### config.mk
export PLATFORM = sky130hd
export DESIGN_NAME = inst_fetch_queue
export DESIGN_NICKNAME = d
export VERILOG_FILES = /design/src/rtl/inst_fetch_queue.sv
export SDC_FILE = /design/constraint.sdc
export NUM_CORES = 1
export LEC_CHECK = 0
export BUFFER_PORTS_ARGS = -buffer_cell sky130_fd_sc_hd__clkbuf_2
export CAP_MARGIN = 10
export CORE_MARGIN = 3
export CORE_UTILIZATION = 45
export DETAILED_ROUTE_END_ITERATION = 10
export MAX_ROUTING_LAYER = met4
export PLACE_DENSITY = 0.67
export SLEW_MARGIN = 25
export SYNTH_ARGS = -nofsm -noshare
export SYNTH_HDL_FRONTEND = slang
export SYNTH_SLANG_ARGS = --single-unit
### constraint.sdc
create_clock -name clk -period 4.3 [get_ports clk]
set_clock_uncertainty 0.2 [all_clocks]
set_input_delay 0.645 -clock clk [delete_from_list [all_inputs] [get_ports clk]]
set_output_delay 0.645 -clock clk [all_outputs]
set_load 0.005 [all_outputs]
### src/rtl/inst_fetch_queue.sv
// -----------------------------------------------------------------------------
// inst_fetch_queue
//   Instruction fetch front end. Issues sequential fetch requests to the
//   instruction SRAM, tracks in-flight requests in a pending-pc FIFO, and
//   buffers returned {pc, inst} pairs in a circular queue that feeds decode.
//   A redirect flushes the queue, reloads the pc, and marks every request
//   still in flight as stale so its response is dropped on arrival.
//
// Parameters
//   FQ_DEPTH  : instruction queue entries (power of 2, >= 2)
//   MAX_OUTST : max in-flight requests (1..FQ_DEPTH)
//   RESET_PC  : first fetch address after reset
//
// Ports
//   clk, resetn                 clock, async active-low reset
//   redirect_valid/redirect_pc  flush queue and restart fetch
//   inst_sram_req/addr          fetch request and address (= pc)
//   inst_sram_addr_ok           request accepted this cycle
//   inst_sram_data_ok/rdata     in-order response
//   fs_to_ds_valid/pc/inst      queue head to decode
//   ds_allowin                  decode consumes the head
//   fq_count                    occupied queue entries
//
// Build option
//   FQ_BYPASS_EN : when the queue is empty, a live response is presented to
//                  decode in the same cycle; if decode takes it, it is not
//                  written into the queue.
// -----------------------------------------------------------------------------
module inst_fetch_queue #(
    parameter int          FQ_DEPTH  = 4,
    parameter int          MAX_OUTST = 2,
    parameter logic [31:0] RESET_PC  = 32'hbfc00000
) (
    input  logic                       clk,
    input  logic                       resetn,
    input  logic                       redirect_valid,
    input  logic [31:0]                redirect_pc,
    output logic                       inst_sram_req,
    output logic [31:0]                inst_sram_addr,
    input  logic                       inst_sram_addr_ok,
    input  logic                       inst_sram_data_ok,
    input  logic [31:0]                inst_sram_rdata,
    output logic                       fs_to_ds_valid,
    output logic [31:0]                fs_to_ds_pc,
    output logic [31:0]                fs_to_ds_inst,
    input  logic                       ds_allowin,
    output logic [$clog2(FQ_DEPTH):0]  fq_count
);

    localparam int AW = $clog2(FQ_DEPTH);
    localparam int CW = AW + 1;
    localparam int PW = (MAX_OUTST > 1) ? $clog2(MAX_OUTST) : 1;
    localparam int OW = $clog2(MAX_OUTST + 1);

    logic [31:0]   pc_q, pc_d;
    logic [OW-1:0] outst_q, outst_d;
    logic [OW-1:0] disc_q, disc_d;
    logic [PW-1:0] pend_rd_q, pend_rd_d, pend_wr_q, pend_wr_d;
    logic [AW-1:0] fq_head_q, fq_head_d, fq_tail_q, fq_tail_d;
    logic [CW-1:0] fq_cnt_q, fq_cnt_d;

    logic [31:0] pend_mem    [MAX_OUTST];
    logic [31:0] fq_pc_mem   [FQ_DEPTH];
    logic [31:0] fq_inst_mem [FQ_DEPTH];

    logic [31:0] occ;
    logic        addr_hs, resp, stale, resp_keep, byp, fq_empty;
    logic        fq_push, fq_pop;
    logic [31:0] resp_pc;

    function automatic logic [PW-1:0] pend_inc(input logic [PW-1:0] p);
        return (p == PW'(MAX_OUTST - 1)) ? '0 : p + PW'(1);
    endfunction

    // Entries already claimed: queued words plus live (non-stale) in-flight
    // requests. Stale requests will never land in the queue.
    assign occ      = 32'(fq_cnt_q) + 32'(outst_q) - 32'(disc_q);

    // resetn gating keeps req low while reset is held. Nothing here depends
    // on ds_allowin, so there is no decode-to-SRAM combinational path.
    assign inst_sram_req  = resetn && !redirect_valid &&
                            (32'(outst_q) < 32'(MAX_OUTST)) &&
                            (occ < 32'(FQ_DEPTH));
    assign inst_sram_addr = pc_q;

    assign addr_hs   = inst_sram_req && inst_sram_addr_ok;
    assign resp      = inst_sram_data_ok && (outst_q != '0);  // data_ok with nothing in flight is ignored
    assign stale     = (disc_q != '0);
    assign resp_keep = resp && !stale && !redirect_valid;
    assign resp_pc   = pend_mem[pend_rd_q];
    assign fq_empty  = (fq_cnt_q == '0);

`ifdef FQ_BYPASS_EN
    assign byp = fq_empty && resp_keep;
`else
    assign byp = 1'b0;
`endif

    assign fs_to_ds_valid = !redirect_valid && (!fq_empty || byp);
    assign fs_to_ds_pc    = byp ? resp_pc         : fq_pc_mem[fq_head_q];
    assign fs_to_ds_inst  = byp ? inst_sram_rdata : fq_inst_mem[fq_head_q];
    assign fq_count       = fq_cnt_q;

    // A bypassed word taken by decode never enters the queue.
    assign fq_push = resp_keep && !(byp && ds_allowin);
    assign fq_pop  = fs_to_ds_valid && ds_allowin && !byp;

    always_comb begin
        pc_d      = pc_q;
        outst_d   = outst_q;
        disc_d    = disc_q;
        pend_rd_d = pend_rd_q;
        pend_wr_d = pend_wr_q;
        fq_head_d = fq_head_q;
        fq_tail_d = fq_tail_q;
        fq_cnt_d  = fq_cnt_q;

        if (addr_hs) begin
            pc_d      = pc_q + 32'd4;
            pend_wr_d = pend_inc(pend_wr_q);
        end
        if (resp)
            pend_rd_d = pend_inc(pend_rd_q);
        outst_d = outst_q + OW'(addr_hs) - OW'(resp);

        if (redirect_valid) begin
            // Everything still outstanding after this cycle is stale.
            pc_d      = redirect_pc;
            disc_d    = outst_q - OW'(resp);
            fq_head_d = '0;
            fq_tail_d = '0;
            fq_cnt_d  = '0;
        end else begin
            if (resp && stale)
                disc_d = disc_q - OW'(1);
            if (fq_push)
                fq_tail_d = fq_tail_q + AW'(1);
            if (fq_pop)
                fq_head_d = fq_head_q + AW'(1);
            fq_cnt_d = fq_cnt_q + CW'(fq_push) - CW'(fq_pop);
        end
    end

    always_ff @(posedge clk or negedge resetn) begin
        if (!resetn) begin
            pc_q      <= RESET_PC;
            outst_q   <= '0;
            disc_q    <= '0;
            pend_rd_q <= '0;
            pend_wr_q <= '0;
            fq_head_q <= '0;
            fq_tail_q <= '0;
            fq_cnt_q  <= '0;
        end else begin
            pc_q      <= pc_d;
            outst_q   <= outst_d;
            disc_q    <= disc_d;
            pend_rd_q <= pend_rd_d;
            pend_wr_q <= pend_wr_d;
            fq_head_q <= fq_head_d;
            fq_tail_q <= fq_tail_d;
            fq_cnt_q  <= fq_cnt_d;
        end
    end

    // Storage needs no reset: pointers and counts define what is valid.
    always_ff @(posedge clk) begin
        if (addr_hs)
            pend_mem[pend_wr_q] <= pc_q;
        if (fq_push) begin
            fq_pc_mem[fq_tail_q]   <= resp_pc;
            fq_inst_mem[fq_tail_q] <= inst_sram_rdata;
        end
    end

endmodule

==> run metrics <==
status=finished, final reports clean; Post-synth EDFFs=320; largest family of logic cells by synthesized area=multiplexers; cell at the slowest stage of the critical path=or4_4; combinational power share=17.7%; Commonest cells post-synth=edfxtp_1 (320), mux4_2 (64), mux2_2 (40); static leakage=5.96 nW; Top delay family on crit path=simple AND/OR/NAND/NOR gates; Synth Instances=742; Worst path depth=8; Worst Tran Pin Value=0.792 ns; H-tree levels=2; HPWL Detailed=17900 um; Crit Path Class=register to output pin; synthesized cell area=14400 um^2; relative slew slack=46.9%; dpl cells=1294; synthesized-area fraction occupied by and/or/nand/nor cells=4.38%; Sw Pwr=2.34 mW; WL per Instance=20.8 um; Iteration-0 DRC Markers=465; asr flop ratio synth=12.3%; crit-path cells=inv_1 > fa_1 > inv_1 > ha_1 > or4b_4 > or4_4 > a21oi_1 > clkbuf_2; FP Rows=64; Std-Cell Core Area=31100 um^2; sequential share of power=46.5%; filler instances=2491; mux cell area share after synthesis=13.2%; clk sinks=365; Clock Path Buffers=3; drt pass-1 iters=5; Critical Path Most Common Cell=inv_1; GRT Residual Overflow=0; Max Fanout on Critical Path=9; Clock Latency Late Sink=0.51 ns; PwrDens=551 nW/um^2; # setup viols final=0; setup bufs post-CTS=0; I/O pin count=171; Yosys top cell by area=edfxtp_1; Routed Antenna Nets=0; Critical Path AT=3.24 ns; Final Power=9.45 mW; Initial Util=46.3%; vias in the first global route=7624; Synth top area share=66.8%; RSZ-0062 raised after global routing=false; cell with the most instances after synthesis=edfxtp_1; Die H=185 um; Routed WL=28400 um; slowest cell delay on critical path=0.62 ns; Vias=7401; layout cell share with drive strength beyond 1=37.9%; Final Instance Area=17200 um^2; CTS tree=built; final slew viol count=0; Worst Hold Class=input port to asynchronous set/reset pin; final std cells w/o fill=1365; hold_ws=0.122 ns; Layout area overhead=19.3%; first-pass GRT wire length=43700 um; Final WS setup=0.211 ns; Synth Area in Compound Gates=2.75%; Die Area=34100 um^2; ANT cells=0; max-cap check violation count=0; Final Hold Viols=0; Final Util=55.2%; CTS root buffer=clkbuf_16; hold_buf cts=0; fin crit period=4.09 ns; Worst IR Drop VDD=0.000268 V; post-synthesis sequential area ratio=74.7%; vias per cell=5.42; P_int=7.11 mW; net count after synthesis=829; Switching Fraction=24.7%; routability cong.=0.825; reg2reg path depth=13; Synth area leaders=edfxtp_1 (67%), mux4_2 (10%), dfrtp_1 (6.3%); CP bufs+invs=3; number of I/O port buffers=170; Clock transition at path regs=0.06 ns; Post-Syn Area per Cell=19.4 um^2; post-synthesis adder-cell area fraction=1.58%; Top FF cell, synth=edfxtp_1; antenna violations before repair=0; element type at the critical path start=register; largest net degree at the start of global routing=66; setup TNS=0 ns; synth unique cells=49; GRT Total Usage=17.2%; post-synthesis xor/xnor area fraction=1.89%; CTS buffer count=39; FF+latch count, synth=365; Post-route DRC=0; fin crit share=95.1%; CTS resizes=0; Worst Setup End Kind=output pin; WP data required=3.45 ns; Fmax=245 MHz; Clock Power Share=35.8%; Synth warnings=0; post-place setup slack=0.492 ns; placed inst area=15800 um^2; # nets final=1027; Die Wd=185 um
==> routing by layer <==
layer	track usage, %	share of wire (%)
met1	23.9	45
met2	27.1	49
met3	2.68	4.8
met4	4.02	1.4
met5	-	0
==> final timing paths <==
path	start	to	slack, ns
setup / recovery	outst_q[1]	inst_sram_req	0.21
setup reg to reg	outst_q[1]	outst_q[1]	0.47
hold / removal	resetn	inst_sram_addr[20]	0.12
max in group asynchronous	resetn	fq_head_q[1]	3.32
hold reg to reg	inst_sram_addr[1]	pend_mem[0][1]	0.32
min in group clk	redirect_pc[22]	inst_sram_addr[22]	0.14
==> layout by cell type, fill, tap and decap left out, drive strengths merged, types with 10 or more instances in the layout <==
| master | n |
|---|---|
| buf | 18 |
| clkbuf | 219 |
| clkinv | 14 |
| dfrtp | 36 |
| edfxtp | 320 |
| ha | 15 |
| inv | 23 |
| mux2 | 40 |
| mux4 | 64 |
| nand2 | 30 |
| nand3 | 20 |
| nor2 | 16 |
| o21ai | 17 |
| xnor2 | 21 |
| xor2 | 10 |
==> cells by family (layout without fill, tap and decap cells) <==
family | count (synthesis) | count (layout)
simple gates | 115 | 115
mux | 105 | 105
xor+xnor | 31 | 31
flops | 365 | 365
compound gates | 56 | 56
buf+inv | 53 | 280
fa+ha+maj | 17 | 17
==> state kept, by name, summed over array words and instances, names as in the netlist, 3 cells and up <==
name / count
pend_mem: 64
fq_pc_mem: 128
fq_inst_mem: 128
inst_sram_addr: 32
fq_count: 3
==> cell type report <==
class                   instances  area (um^2)  area share [%]
clock buffers                  49         1060            6.15
clock inverters                21          253            1.47
inverters                      22         82.6           0.481
multi-input cells             324         3450            20.1
flip-flops and latches        365        10800            62.7
well taps                     396          495            2.89
repair buffers                188         1070            6.23
==> power by group through the flow <==
stage          Sequential, mW  Clock, mW  Combinational [mW]
6_report                 4.39       3.38                1.67
5_1_grt                  4.43       3.63                1.86
4_1_cts                  4.41       3.47                1.70
3_5_place_dp             4.48          0                1.69
3_3_place_gp             4.48          0                1.67
2_1_floorplan            4.31          0                1.18
No activity file was read; power rests on OpenSTA's default activity.
